$ cat src/rtl/fetch_pc_unit_if.sv
// Instruction-memory request/acknowledge bus between the fetch stage and imem.
// Handshake: imem_req is held with a stable imem_addr until a cycle with imem_ack=1; imem_rdata is valid only in that cycle.
interface fetch_pc_unit_if;
  logic        imem_req;
  logic [31:0] imem_addr;
  logic        imem_ack;
  logic [31:0] imem_rdata;

  modport master (
    output imem_req,
    output imem_addr,
    input  imem_ack,
    input  imem_rdata
  );

  modport slave (
    input  imem_req,
    input  imem_addr,
    output imem_ack,
    output imem_rdata
  );
endinterface

$ cat src/rtl/fetch_pc_unit.sv
// MIPS PC/fetch stage: IDLE -> FETCH -> EXEC loop, next PC = jump > branch > PC+4.
// Optional fetch watchdog and ERR state enabled by defining FETCH_TIMEOUT_EN.
module fetch_pc_unit #(
  parameter logic [31:0] RESET_PC       = 32'h0000_0000,
  parameter int          TIMEOUT_CYCLES = 16
) (
  input  logic                   clk,
  input  logic                   rst_n,
  fetch_pc_unit_if.master        imem,
  output logic [31:0]            instr,
  output logic                   instr_valid,
  output logic [31:0]            pc,
  output logic [31:0]            pc_plus4,
  input  logic                   stall,
  input  logic                   branch_taken,
  input  logic                   jump,
  input  logic [31:0]            imm_ext,
  input  logic [25:0]            jump_index,
  output logic                   fetch_err,
  output logic [1:0]             dbg_state
);

  localparam logic [1:0] ST_IDLE  = 2'd0;
  localparam logic [1:0] ST_FETCH = 2'd1;
  localparam logic [1:0] ST_EXEC  = 2'd2;
`ifdef FETCH_TIMEOUT_EN
  localparam logic [1:0] ST_ERR   = 2'd3;
`endif

  if (TIMEOUT_CYCLES < 1) begin : g_bad_timeout
    $error("TIMEOUT_CYCLES must be at least 1");
  end

  logic [1:0]  r_state;
  logic [1:0]  w_state_nxt;
  logic [31:0] r_pc;
  logic [31:0] r_instr;
  logic [31:0] w_pc_plus4;
  logic [31:0] w_imm_sh;
  logic [31:0] w_next_pc;

  assign w_pc_plus4 = r_pc + 32'd4;
  assign w_imm_sh   = imm_ext << 2;

  always_comb begin
    w_next_pc = w_pc_plus4;
    if (jump) begin
      w_next_pc = {w_pc_plus4[31:28], jump_index, 2'b00};
    end else if (branch_taken) begin
      w_next_pc = w_pc_plus4 + w_imm_sh;
    end
  end

`ifdef FETCH_TIMEOUT_EN
  localparam int          CW       = $clog2(TIMEOUT_CYCLES + 1);
  localparam logic [CW-1:0] CNT_LAST = CW'(TIMEOUT_CYCLES - 1);

  logic [CW-1:0] r_cnt;

  // Counts completed no-ack FETCH cycles; zero whenever FETCH is (re)entered.
  always_ff @(posedge clk or negedge rst_n) begin
    if (!rst_n) begin
      r_cnt <= '0;
    end else if (r_state != ST_FETCH) begin
      r_cnt <= '0;
    end else if (!imem.imem_ack) begin
      r_cnt <= r_cnt + CW'(1);
    end
  end
`endif

  always_comb begin
    w_state_nxt = r_state;
    case (r_state)
      ST_IDLE:  w_state_nxt = ST_FETCH;
      ST_FETCH: begin
        if (imem.imem_ack) begin
          w_state_nxt = ST_EXEC;
`ifdef FETCH_TIMEOUT_EN
        end else if (r_cnt == CNT_LAST) begin
          w_state_nxt = ST_ERR;
`endif
        end
      end
      ST_EXEC:  if (!stall) w_state_nxt = ST_FETCH;
      default:  w_state_nxt = r_state;
    endcase
  end

  always_ff @(posedge clk or negedge rst_n) begin
    if (!rst_n) begin
      r_state <= ST_IDLE;
      r_pc    <= RESET_PC;
      r_instr <= '0;
    end else begin
      r_state <= w_state_nxt;
      if (r_state == ST_FETCH && imem.imem_ack) begin
        r_instr <= imem.imem_rdata;
      end
      // PC only moves as EXEC hands back to FETCH; control inputs are sampled here alone.
      if (r_state == ST_EXEC && !stall) begin
        r_pc <= w_next_pc;
      end
    end
  end

  assign imem.imem_req  = (r_state == ST_FETCH);
  assign imem.imem_addr = r_pc;
  assign instr          = r_instr;
  assign instr_valid    = (r_state == ST_EXEC);
  assign pc             = r_pc;
  assign pc_plus4       = w_pc_plus4;
  assign dbg_state      = r_state;
`ifdef FETCH_TIMEOUT_EN
  assign fetch_err      = (r_state == ST_ERR);
`else
  assign fetch_err      = 1'b0;
`endif

endmodule

$ cat src/flat_wrapper.sv
// flat-port wrapper written by rule: the top's interface ports become plain ports
module fetch_pc_unit_flat 
#(
  parameter logic [31:0] RESET_PC       = 32'h0000_0000,
  parameter int          TIMEOUT_CYCLES = 16
)
  (clk, rst_n, instr, instr_valid, pc, pc_plus4, stall, branch_taken, jump, imm_ext, jump_index, fetch_err, dbg_state, imem_imem_req, imem_imem_addr, imem_imem_ack, imem_imem_rdata);
  fetch_pc_unit_if imem_i ();
  input  logic clk;
  input  logic rst_n;
  output logic [31:0] instr;
  output logic instr_valid;
  output logic [31:0] pc;
  output logic [31:0] pc_plus4;
  input  logic stall;
  input  logic branch_taken;
  input  logic jump;
  input  logic [31:0] imm_ext;
  input  logic [25:0] jump_index;
  output logic fetch_err;
  output logic [1:0] dbg_state;
  output wire logic [$bits(imem_i.imem_req)-1:0] imem_imem_req;
  output wire logic [$bits(imem_i.imem_addr)-1:0] imem_imem_addr;
  input wire logic [$bits(imem_i.imem_ack)-1:0] imem_imem_ack;
  input wire logic [$bits(imem_i.imem_rdata)-1:0] imem_imem_rdata;
  assign imem_imem_req = imem_i.imem_req;
  assign imem_imem_addr = imem_i.imem_addr;
  assign imem_i.imem_ack = imem_imem_ack;
  assign imem_i.imem_rdata = imem_imem_rdata;
  fetch_pc_unit #(.RESET_PC(RESET_PC), .TIMEOUT_CYCLES(TIMEOUT_CYCLES)) u_core (.clk(clk), .rst_n(rst_n), .imem(imem_i), .instr(instr), .instr_valid(instr_valid), .pc(pc), .pc_plus4(pc_plus4), .stall(stall), .branch_taken(branch_taken), .jump(jump), .imm_ext(imm_ext), .jump_index(jump_index), .fetch_err(fetch_err), .dbg_state(dbg_state));
endmodule
$ cat config.mk
export PLATFORM = sky130hd
export DESIGN_NAME = fetch_pc_unit_flat
export DESIGN_NICKNAME = d
export VERILOG_FILES = /design/src/rtl/fetch_pc_unit_if.sv /design/src/rtl/fetch_pc_unit.sv /design/src/flat_wrapper.sv
export SDC_FILE = /design/constraint.sdc
export NUM_CORES = 1
export LEC_CHECK = 0
export CORE_MARGIN = 1
export CORE_UTILIZATION = 44
export CTS_CLUSTER_SIZE = 25
export DETAILED_ROUTE_END_ITERATION = 12
export MAX_ROUTING_LAYER = met4
export PLACE_DENSITY = 0.79
export SLEW_MARGIN = 20
export SYNTH_ARGS = -nofsm -noshare
export SYNTH_HDL_FRONTEND = slang
export SYNTH_SLANG_ARGS = --single-unit
export TNS_END_PERCENT = 5
$ cat constraint.sdc
create_clock -name clk -period 4.1 [get_ports clk]
set_input_delay 0.82 -clock clk [delete_from_list [all_inputs] [get_ports clk]]
set_output_delay 0.82 -clock clk [all_outputs]
set_load 0.005 [all_outputs]
Word level (Yosys, flattened, before mapping)
Index checks and enable logic that the tools add are counted.
Widths: inputs -> output; s select.
{ "totals": {"register_bits": 66, "latchBits": 0, "mem_bits_rw": 0, "romBits": 0, "inputBits": 96, "output_inout_bits": 133, "wordCells": 20, "memories": 0} }
{ "op_classes": {"addsub": 2, "multipliers": 0, "div": 0, "magnitude_cmp": 0, "eq_ne": 4, "shift": 0, "mux": 5, "n_bitwise": 0, "n_reduce_logical": 6} }
{ "op_table": {"columns": ["op", "count"], "rows": [
  ["$mux 32", 2],
  ["$add 32x3->32 const B", 1],
  ["$add 32x32->32", 1],
  ["$pmux 2 s3", 1],
  ["$mux 2", 2],
  ["$reduce_and 3->1", 1],
  ["$reduce_bool 3->1", 1],
  ["$eq 2x1->1 const B", 1],
  ["$eq 2x2->1 const B", 1],
  ["$logic_and 1x1->1", 2],
  ["$logic_not 2->1", 1],
  ["$ne 2x1->1 const B", 1],
  ["$ne 2x2->1 const B", 1],
  ["$logic_not 1->1", 1]
]} }

Longest topological paths before layout
Gate-level depths: netlist of run 1.
{ "logic_depth": {"depth_word": 4, "mapped_depth": 16, "ltp_nobuf": 16} }

Least setup slack after synthesis of run 1
No wires, ideal clock.
{ "synth_timing": {"kind": "register to register", "start": "register u_core.r_pc[4] (netlist: u_core.imem.imem_addr[4])", "end": "register u_core.r_pc[17] (netlist: u_core.imem.imem_addr[17])", "setup_ns": 0.131, "arrival_ns": 3.479, "required_time_ns": 3.969, "setup_slack_ns": 0.490, "path_stages_with_launch": 15, "n_path_buf": 0, "period_less_slack_ns": 3.610, "cell_sequence": "dfrtp_1 -> and4_1 -> nand4_1 -> inv_1 -> and3_1 -> xor2_1 -> ha_1 -> o21ai_0 -> a211oi_1 -> o41a_1 -> o21a_1 -> o21a_1 -> or4_1 -> o2111ai_1 -> nand3_1"} }
{ "synth_via": {"elab_chain_cells": 4} }
{ "synth_lines": {"columns": ["item", "line_no", "rtl"], "rows": [
  ["start, declared", "fetch_pc_unit.sv:36", "logic [31:0] r_pc;"],
  ["start signal, assigned", "fetch_pc_unit.sv:102", "r_pc <= w_next_pc;"],
  ["$add 32x3->32", "fetch_pc_unit.sv:42", "assign w_pc_plus4 = r_pc + 32'd4;"],
  ["net pc_plus4[11]", "flat_wrapper.sv:14", "output logic [31:0] pc_plus4;"],
  ["$add 32x32->32", "fetch_pc_unit.sv:50", "w_next_pc = w_pc_plus4 + w_imm_sh;"],
  ["$mux 32", "fetch_pc_unit.sv:49", "end else if (branch_taken) begin"],
  ["$mux 32", "fetch_pc_unit.sv:47", "if (jump) begin"]
]} }
The timed path passes the listed nets, and every way through them passes these cells.
A chain may end at the register's enable or synchronous reset.

Final worst setup path of run 1
{ "layout_timing": {"start": "register u_core.r_pc[11] (netlist: u_core.imem.imem_addr[11])", "end": "output pc_plus4[28]"} }
{ "layout_via": {"elab_chain_cells": 1} }
{ "layout_lines": {"columns": ["item", "line_no"], "rows": [
  ["$add 32x3->32", "fetch_pc_unit.sv:42"],
  ["end, declared", "flat_wrapper.sv:14"]
]} }
No other way between the ends.

==> flow_metrics.env, run 1 <==
export IMPL_post_route_drc_count=0
export IMPL_wl_met1_um=7320
export IMPL_place_gp_congestion=0.885
export IMPL_area_growth_pct=46.7
export IMPL_grt_pass1_wl_um=27900
export IMPL_wl_met3_um=1410
export IMPL_required_ns=3.28
export IMPL_initial_core_util_pct=45.0
export IMPL_synth_edf_count=0
export IMPL_p_switching_mw=2.13
export IMPL_rsz0062_at_grt="true"
export IMPL_multi_input_area_um2=3430
export IMPL_grt_max_degree=36
export IMPL_drt_total_wl_um=17700
export IMPL_slew_headroom_pct=50.5
export IMPL_synth_ff_latch_count=64
export IMPL_layout_nets=935
export IMPL_status="completed"
export IMPL_synthMuxAreaShare_pct=7.62
export IMPL_num_rows=40
export IMPL_max_vdd_ir_drop_v=0.000300
export IMPL_crit_chain="and4_1, and4_4, nand4_4, or2_1, nor2_2, nand4_1, xnor2_1, buf_4, clkdlybuf4s50_1"
export IMPL_final_common_cell="clkdlybuf4s50_1"
export IMPL_drive_above_1_share_pct=11.5
export IMPL_netlist_instances=605
export IMPL_cp_arrival_ns=3.07
export IMPL_hold_class="reg -> reg"
export IMPL_seq_area_um2=1600
export IMPL_ctsResizeCount=0
export IMPL_drv_cap=0
export IMPL_antenna_found_initial=0
export IMPL_p_comb_share_pct=62.5
export IMPL_hold_viol=0
export IMPL_vias=5451
export IMPL_critPathCaptureType="primary output"
export IMPL_io_pins=229
export IMPL_routed_top_layer="met4"
export IMPL_ctsHoldBuffers=0
export IMPL_synth_top_flop_cell="dfrtp_1"
export IMPL_clkPwrFrac_pct=14.8
export IMPL_portBuffers=219
export IMPL_startpoint_type="flop"
export IMPL_grtUsageTotal_pct=28.7
export IMPL_drt_wirelength_per_cell_um=18.6
export IMPL_drt_iter0_drc=285
export IMPL_wl_met2_um=8690
export IMPL_clkLatencyLatePin_ns=0.33
export IMPL_crit_slowest_cell="dfrtp_1"
export IMPL_synth_top_area_share_pct=29.7
export IMPL_place_area_um2=7580
export IMPL_seqPwrFrac_pct=22.7
export IMPL_worst_slew_pin_slew_ns=0.743
export IMPL_antenna_left=0
export IMPL_die_area_um2=12700
export IMPL_final_area_um2=7920
export IMPL_synth_adder_area_share_pct=8.71
export IMPL_routed_via_density=5.71
export IMPL_swShare_pct=38.2
export IMPL_fp_dieH_um=113
export IMPL_synth_warnings=0
export IMPL_synth_simple_area_share_pct=18.6
export IMPL_crit_type="reg -> out"
export IMPL_synth_compound_area_share_pct=20.6
export IMPL_layout_cells_most_common_list="218 x clkdlybuf4s50_1, 63 x dfrtp_1, 52 x nand2_1"
export IMPL_pre_cts_ws_ns=0.0465
export IMPL_setup_ws_ns=0.209
export IMPL_period_share_pct=94.9
export IMPL_synth_distinct_cells=74
export IMPL_clock_fmax_mhz=257
export IMPL_critical_path_max_stage_delay_ns=0.49
export IMPL_power_density_nw_per_um2=703
export IMPL_grt_pass1_vias=5397
export IMPL_cts_tree="done"
export IMPL_root_buffer="clkbuf_16"
export IMPL_setup_violations=0
export IMPL_syn_area_um2=5400
export IMPL_n_antenna_cell=0
export IMPL_cts_post_setup_buffers_inserted=0
export IMPL_die_x_um=113
export IMPL_clkTransAtPathRegs_ns=0.06
export IMPL_synthArstFlopShare_pct=100
export IMPL_grt_overflow=0
export IMPL_hpwl_um=13500
export IMPL_dr_pass1_iters=6
export IMPL_synth_top_cell_by_area="dfrtp_1"
export IMPL_yosysSeqAreaShare_pct=29.7
export IMPL_fin_worst_skew_ns=0.0117
export IMPL_htree_levels=3
export IMPL_synth_area_leaders="dfrtp_1 30%, ha_1 8.3%, mux2_2 6.7%, buf_4 5.1%, xnor2_1 4.9%"
export IMPL_fin_util_pct=65.9
export IMPL_min_period_ns=3.89
export IMPL_p_int_mw=3.44
export IMPL_numCtsBuffers=9
export IMPL_core_area_um2=12000
export IMPL_synth_area_per_cell_um2=8.93
export IMPL_critPathMaxFanout=6
export IMPL_drv_slew=0
export IMPL_synth_top_family_by_area="compound AO/OA/AOI/OAI gates"
export IMPL_fillers=1012
export IMPL_synthXorXnorAreaFrac_pct=6.97
export IMPL_cts_sinks=64
export IMPL_leakage_nw=3.37
export IMPL_clockBufferDepth=2
-- cell type report --
type                            count  share of cell area [%]
Clock buffer                       11                    2.94
Tap cell                          147                    2.32
Clock inverter                      5                    1.03
Timing Repair Buffer              239                    29.5
Inverter                           14                   0.663
Sequential cell                    64                    20.2
Multi-Input combinational cell    474                    43.3
-- worst max-delay path, delay by kind of cell (launching register included) --
kind | cells | cell delay, ns
AND/OR/NAND/NOR | 6 | 1.36
buffers and inverters | 2 | 0.65
XOR/XNOR | 1 | 0.23
flip-flops | 1 | 0.49
-- cells in the mapped netlist, types with 10 or more instances --
cell type  number
dfrtp_1        64
nand2_1        52
o21ai_0        39
buf_4          37
a21oi_1        36
ha_1           36
mux2_2         32
xnor2_1        30
nor2_1         23
nand3_1        20
clkbuf_1       16
inv_1          14
a21o_1         13
and3_1         13
xor2_1         13
and2_1         11
nor2b_1        10
-- sequential cells by signal, indices dropped and copies added, names as in the netlist --
name	count
u_core.instr	32
u_core.dbg_state	2
u_core.imem.imem_addr	30
-- worst paths after layout --
kind / slack (ns) / cells after the start / endpoint / start
max reg2reg: 0.21 / 14 / u_core.imem.imem_addr[25]$_DFFE_PN0P_ / u_core.imem.imem_addr[11]$_DFFE_PN0P_
max in group asynchronous: 2.58 / 2 / u_core.imem.imem_addr[5]$_DFFE_PN0P_ / rst_n
max: 0.21 / 9 / pc_plus4[28] / u_core.imem.imem_addr[11]$_DFFE_PN0P_
min: 0.50 / 1 / u_core.instr[6]$_DFFE_PN0P_ / u_core.instr[6]$_DFFE_PN0P_
min reg2reg: 0.50 / 1 / u_core.instr[6]$_DFFE_PN0P_ / u_core.instr[6]$_DFFE_PN0P_
min in group asynchronous: 0.56 / 1 / u_core.instr[20]$_DFFE_PN0P_ / rst_n
-- metrics by stage --
| stage | TNS [ns] | total power [mW] | hold WS [ns] | instances |
|---|---|---|---|---|
| 3_5_place_dp | 0 | 4.70 | 0.491 | 938 |
| 6_report | 0 | 5.57 | 0.500 | 954 |
| 2_1_floorplan | 0 | 3.09 | 0.504 | 611 |
| 4_1_cts | 0 | 5.55 | 0.503 | 954 |
| 3_3_place_gp | 0 | 4.60 | 0.486 | 938 |
| 5_1_grt | -0.0198 | 5.96 | 0.510 | 954 |
-- power by group through the flow --
stage	combinational, mW	sequential, mW	clock, mW
after floorplan	1.86	1.24	0
after global placement	3.36	1.24	0
after detailed placement	3.43	1.27	0
after CTS	3.46	1.26	0.834
after global routing	3.77	1.31	0.872
final	3.48	1.26	0.822
-- per-layer routing --
metal | global-route usage [%] | vias up
li1 | - | 2568
met1 | 34.7 | 2586
met2 | 48.6 | 264
met3 | 5.89 | 33
met4 | 8.09 | 0
met5 | - | -
-- cells by family (layout without fill, tap and decap cells) --
family	after synthesis	after routing
xor+xnor	43	43
buf+inv	73	269
fa+ha+maj	37	37
other cells	1	7
compound gates	166	166
flops	64	64
simple gates	184	184
mux	37	37
No activity file was read; power rests on OpenSTA's default activity.
==> inputs of run 2 (changes only) <==
Settings changed: GPL_ROUTABILITY_DRIVEN from default to 0.
==> run 2 against run 1 <==
Cell count is the same. Cell area shrank 0.41%. Hold slack lost 0.00083 ns. Maximum frequency shrank 0.35%. Global-route usage shrank 0.13 points. Utilization shrank 0.27 points. Count of clock-buffer cells in the layout shrank 1. Clock power shrank 6.7%. Via count grew 0.44%. Total power shrank 1.1%. Flip-flop and latch count is the same. Largest cell class unchanged. Highest routed layer unchanged.
==> flow_metrics.env, run 2 (synthesis results as in run 1) <==
export IMPL_min_from="u_core.instr[30]$_DFFE_PN0P_"
export IMPL_die_area_um2=12700
export IMPL_crit_slowest_cell="dfrtp_1"
export IMPL_n_antenna_cell=0
export IMPL_numCtsBuffers=9
export IMPL_final_common_cell="clkdlybuf4s50_1"
export IMPL_drt_wirelength_per_cell_um=18.6
export IMPL_initial_core_util_pct=45.0
export IMPL_io_pins=229
export IMPL_drive_above_1_share_pct=11.4
export IMPL_grt_max_degree=39
export IMPL_pre_cts_ws_ns=0.0254
export IMPL_portBuffers=219
export IMPL_leakage_nw=3.36
export IMPL_grt_pass1_wl_um=27800
export IMPL_critPathCaptureType="flop"
export IMPL_area_growth_pct=46.1
export IMPL_htree_levels=3
export IMPL_grt_pass1_vias=5462
export IMPL_dr_pass1_iters=6
export IMPL_crit_chain="and4_1, and3_1, and3_1, xor2_1, ha_1, a211oi_1, o21ai_0, a31oi_1, a2bb2oi_1, o211ai_1, a31oi_2, nor2b_1, nor4_1, o21ai_1"
export IMPL_power_density_nw_per_um2=698
export IMPL_fin_worst_skew_ns=0.0153
export IMPL_min_period_ns=3.91
export IMPL_startpoint_type="flop"
export IMPL_clockBufferDepth=2
export IMPL_setup_violations=0
export IMPL_layout_cells_most_common_list="218 x clkdlybuf4s50_1, 63 x dfrtp_1, 52 x nand2_1"
export IMPL_hold_class="reg -> reg"
export IMPL_drv_slew=0
export IMPL_antenna_left=0
export IMPL_whs_endpoint="u_core.instr[30]$_DFFE_PN0P_"
export IMPL_status="completed"
export IMPL_slew_headroom_pct=40.0
export IMPL_fp_dieH_um=113
export IMPL_largest_reg_flops=32
export IMPL_cts_tree="done"
export IMPL_layoutNonFillerInstCount=954
export IMPL_hpwl_um=13500
export IMPL_setup_ws_ns=0.195
export IMPL_hold_viol=0
export IMPL_numPlacedInstances=938
export IMPL_rsz0062_at_grt="false"
export IMPL_grt_overflow=0
export IMPL_r2r_slack_ns=0.19
export IMPL_cp_arrival_ns=4.11
export IMPL_r2r_end="u_core.imem.imem_addr[29]$_DFFE_PN0P_"
export IMPL_layout_nets=935
export IMPL_drv_cap=0
export IMPL_critPathMaxFanout=6
export IMPL_tns_ns=0
export IMPL_required_ns=4.31
export IMPL_antenna_found_initial=0
export IMPL_critical_path_max_stage_delay_ns=0.46
export IMPL_root_buffer="clkbuf_16"
export IMPL_vias=5475
export IMPL_r2r_start="u_core.imem.imem_addr[6]$_DFFE_PN0P_"
export IMPL_num_rows=40
export IMPL_clkTransAtPathRegs_ns=0.06
export IMPL_post_route_drc_count=0
export IMPL_grtUsageTotal_pct=28.6
export IMPL_min_path_cells=1
export IMPL_ctsHoldBuffers=0
export IMPL_crit_type="reg -> reg"
export IMPL_cts_sinks=64
export IMPL_max_vdd_ir_drop_v=0.000289
export IMPL_period_share_pct=95.2
export IMPL_clkLatencyLatePin_ns=0.34
export IMPL_routed_via_density=5.74
export IMPL_drt_total_wl_um=17800
export IMPL_crit_top_cell="and3_1"
export IMPL_core_area_um2=12000
export IMPL_reg2reg_depth=14
export IMPL_clock_fmax_mhz=256
export IMPL_die_x_um=113
export IMPL_worst_slew_pin_slew_ns=0.901
export IMPL_drt_iter0_drc=338
## run 2: repair_timing
action                     in CTS  in global routing
resized for setup               0                  5
setup buffers                   0                  0
setup endpoints to repair       0                  9
## run 2: critical path, delay by kind of cell, from the launching register on
kind                       cells  cell delay, ns
and+or+nand+nor                5            1.09
AOI/OAI and AO/OA              7            1.59
DFF                            1            0.46
adders and majority gates      1            0.35
xor gates and xnor gates       1            0.29
## run 2: worst max-delay path by stage
| stage | endpoint | from | cells past startpoint |
|---|---|---|---|
| global route | u_core.imem.imem_addr[31]$_DFFE_PN0P_ | u_core.imem.imem_addr[6]$_DFFE_PN0P_ | 15 |
| global placement | u_core.imem.imem_addr[28]$_DFFE_PN0P_ | imm_ext[0] | 12 |
| finish | u_core.imem.imem_addr[29]$_DFFE_PN0P_ | u_core.imem.imem_addr[6]$_DFFE_PN0P_ | 14 |
| floorplan | u_core.imem.imem_addr[17]$_DFFE_PN0P_ | u_core.imem.imem_addr[4]$_DFFE_PN0P_ | 14 |
| detailed placement | u_core.imem.imem_addr[28]$_DFFE_PN0P_ | imm_ext[0] | 12 |
| CTS | u_core.imem.imem_addr[29]$_DFFE_PN0P_ | u_core.imem.imem_addr[5]$_DFFE_PN0P_ | 14 |
## run 2: report_power, final
group          switching, mW  internal (mW)  total (mW)
Clock                  0.299          0.468       0.767
Combinational           1.50           1.98        3.48
Sequential             0.327          0.933        1.26
Total                   2.13           3.38        5.50
## run 2: metrics by stage
step	instance area, µm²	hold slack, ns	power [mW]	utilization, %
2_1_floorplan	5420	0.504	3.09	-
3_3_place_gp	7580	0.485	4.59	63.1
3_5_place_dp	7580	0.493	4.70	63.1
4_1_cts	7870	0.505	5.49	65.5
5_1_grt	7890	0.521	5.86	65.7
6_report	7890	0.499	5.50	65.7
## run 2: final cells by class
type	instances	area, µm²
fill	1014	4120
multi-input combinational	474	3420
timing repair buffer	239	2340
sequential	64	1600
clock buffer	10	229
tap	147	184
clock inverter	6	60.1
inverter	14	52.6
## run 2: metal layers
metal | share of wire, % | global-route usage [%] | vias up
li1 | - | - | 2563
met1 | 41 | 34.2 | 2597
met2 | 49 | 48.3 | 286
met3 | 7.6 | 4.18 | 29
met4 | 2.0 | 12.0 | 0
met5 | 0 | - | -
==> inputs of run 3 (changes only) <==
Settings changed: CAP_MARGIN from default to 20, CORE_ASPECT_RATIO from default to 0.6.
==> run 3 against run 2 <==
Via count is 1.7% higher. First-iteration DRC count grew 50%. Sequential power barely moved. Utilization is 2.6 points higher. Routed wire length up 4.1%. Worst setup slack lost 0.057 ns. Count of clock-buffer cells in the layout fell by 1. Non-clock buffer count unchanged. Largest power group unchanged. Highest routed layer unchanged.
==> flow_metrics.env, run 3 (synthesis results as in run 1) <==
export IMPL_timing_hold_ws_ns=0.504
export IMPL_area_growth_pct=47.2
export IMPL_drt_iter0_drc=508
export IMPL_seqPwrFrac_pct=22.2
export IMPL_startpoint_type="flop"
export IMPL_routed_via_density=5.76
export IMPL_period_share_pct=96.6
export IMPL_htree_levels=3
export IMPL_rsz0062_at_grt="true"
export IMPL_worst_slew_pin_slew_ns=0.965
export IMPL_grtUsageTotal_pct=30.0
export IMPL_dr_pass1_iters=5
export IMPL_clkPwrFrac_pct=14.9
export IMPL_portBuffers=219
export IMPL_clockBufferDepth=2
export IMPL_layout_cells_most_common_list="218 x clkdlybuf4s50_1, 64 x dfrtp_1, 52 x nand2_1"
export IMPL_vias=5567
export IMPL_grt_pass1_vias=5341
export IMPL_layout_nets=935
export IMPL_drv_slew=0
export IMPL_cp_arrival_ns=4.18
export IMPL_drt_total_wl_um=18500
export IMPL_largest_reg_flops=32
export IMPL_leakage_nw=3.38
export IMPL_max_vdd_ir_drop_v=0.000357
export IMPL_fin_util_pct=68.3
export IMPL_numPlacedInstances=951
export IMPL_cts_post_setup_buffers_inserted=0
export IMPL_die_area_um2=12700
export IMPL_clock_fmax_mhz=252
export IMPL_grt_pass1_wl_um=29000
export IMPL_num_rows=30
export IMPL_fillers=921
export IMPL_fp_dieH_um=87.8
export IMPL_required_ns=4.32
export IMPL_min_path_cells=1
export IMPL_cts_sinks=64
export IMPL_cts_tree="done"
export IMPL_grt_overflow=0
export IMPL_hold_class="reg -> reg"
export IMPL_numCtsBuffers=9
export IMPL_min_period_ns=3.96
export IMPL_crit_type="reg -> reg"
export IMPL_path_depth=14
export IMPL_n_antenna_cell=0
export IMPL_hpwl_um=14400
export IMPL_reg2reg_depth=14
export IMPL_die_x_um=145
export IMPL_hold_viol=0
export IMPL_pre_cts_ws_ns=-0.0493
export IMPL_slew_headroom_pct=35.7
export IMPL_io_pins=229
export IMPL_final_area_um2=7950
export IMPL_post_route_drc_count=0
export IMPL_p_int_mw=3.46
export IMPL_setup_violations=0
export IMPL_swShare_pct=38.9
export IMPL_crit_slowest_cell="dfrtp_1"
export IMPL_core_area_um2=11600
export IMPL_clkTransAtPathRegs_ns=0.06
export IMPL_status="completed"
export IMPL_total_power_mw=5.66
export IMPL_path_delay_family="compound AO/OA/AOI/OAI gates"
export IMPL_cp_buffers_inverters=0
export IMPL_crit_top_cell="o21ai_0"
export IMPL_setup_ws_ns=0.138
export IMPL_root_buffer="clkbuf_16"
export IMPL_critical_path_max_stage_delay_ns=0.48
export IMPL_drive_above_1_share_pct=11.6
export IMPL_tns_ns=0
export IMPL_critPathCaptureType="flop"
export IMPL_p_comb_share_pct=62.9
export IMPL_antenna_found_initial=0
export IMPL_drv_cap=0
export IMPL_antenna_left=0
export IMPL_grt_max_degree=42
export IMPL_power_density_nw_per_um2=712
export IMPL_clkLatencyLatePin_ns=0.33
export IMPL_place_area_um2=7600
export IMPL_layoutNonFillerInstCount=967
export IMPL_crit_chain="and4_1, and3_2, and3_1, xor2_1, ha_1, a211oi_1, o21ai_0, a31oi_1, a2bb2oi_1, o21ai_1, o21ai_0, nand2b_1, xnor2_1, a222oi_1"
export IMPL_drt_wirelength_per_cell_um=19.1
export IMPL_final_common_cell="clkdlybuf4s50_1"
export IMPL_critPathMaxFanout=7
export IMPL_initial_core_util_pct=46.4
export IMPL_p_switching_mw=2.20
export IMPL_fin_worst_skew_ns=0.00705
-- run 3: changes by cell type in the layout (fill, tap and decap cells not counted), sizes merged --
cell and change:
clkinvlp -1, bufinv +1, inv +2, clkinv -1
clkbuf -1
-- run 3: final cells by class --
type                    count  area [µm²]  share of cell area (%)
multi-input cells         474        3430                    43.2
repair buffers            239        2340                    29.4
flip-flops and latches     64        1600                    20.1
clock buffers               9         225                    2.83
well taps                 160         200                    2.52
clock inverters             7         103                    1.29
inverters                  14        52.6                   0.661
-- run 3: metal layers --
metal	share of wire [%]	GRT usage, %	vias up	wire length [µm]
met4	0.86	4.55	0	159
met3	9.9	5.83	13	1820
li1	-	-	2561	-
met2	42	44.3	337	7840
met5	0	-	-	0
met1	47	42.8	2656	8670
-- run 3: repair_timing --
item                       in CTS  in global routing
hold buffers                    0                  0
setup endpoints to repair       0                  8
resized for setup               0                  6
-- run 3: power by group through the flow --
stage	logic [mW]	clock network, mW	registers [mW]
6_report	3.56	0.846	1.26
3_3_place_gp	3.41	0	1.23
3_5_place_dp	3.47	0	1.26
4_1_cts	3.51	0.852	1.25
5_1_grt	3.82	0.884	1.31
2_1_floorplan	1.86	0	1.24
-- run 3: worst paths after layout --
check / from / endpoint / slack [ns]
max: u_core.imem.imem_addr[5]$_DFFE_PN0P_ / u_core.imem.imem_addr[25]$_DFFE_PN0P_ / 0.14
min: u_core.instr[22]$_DFFE_PN0P_ / u_core.instr[22]$_DFFE_PN0P_ / 0.50
max reg2reg: u_core.imem.imem_addr[5]$_DFFE_PN0P_ / u_core.imem.imem_addr[25]$_DFFE_PN0P_ / 0.14
min reg2reg: u_core.instr[22]$_DFFE_PN0P_ / u_core.instr[22]$_DFFE_PN0P_ / 0.50
max in group asynchronous: rst_n / u_core.instr[2]$_DFFE_PN0P_ / 2.58
min in group asynchronous: rst_n / u_core.instr[21]$_DFFE_PN0P_ / 0.64
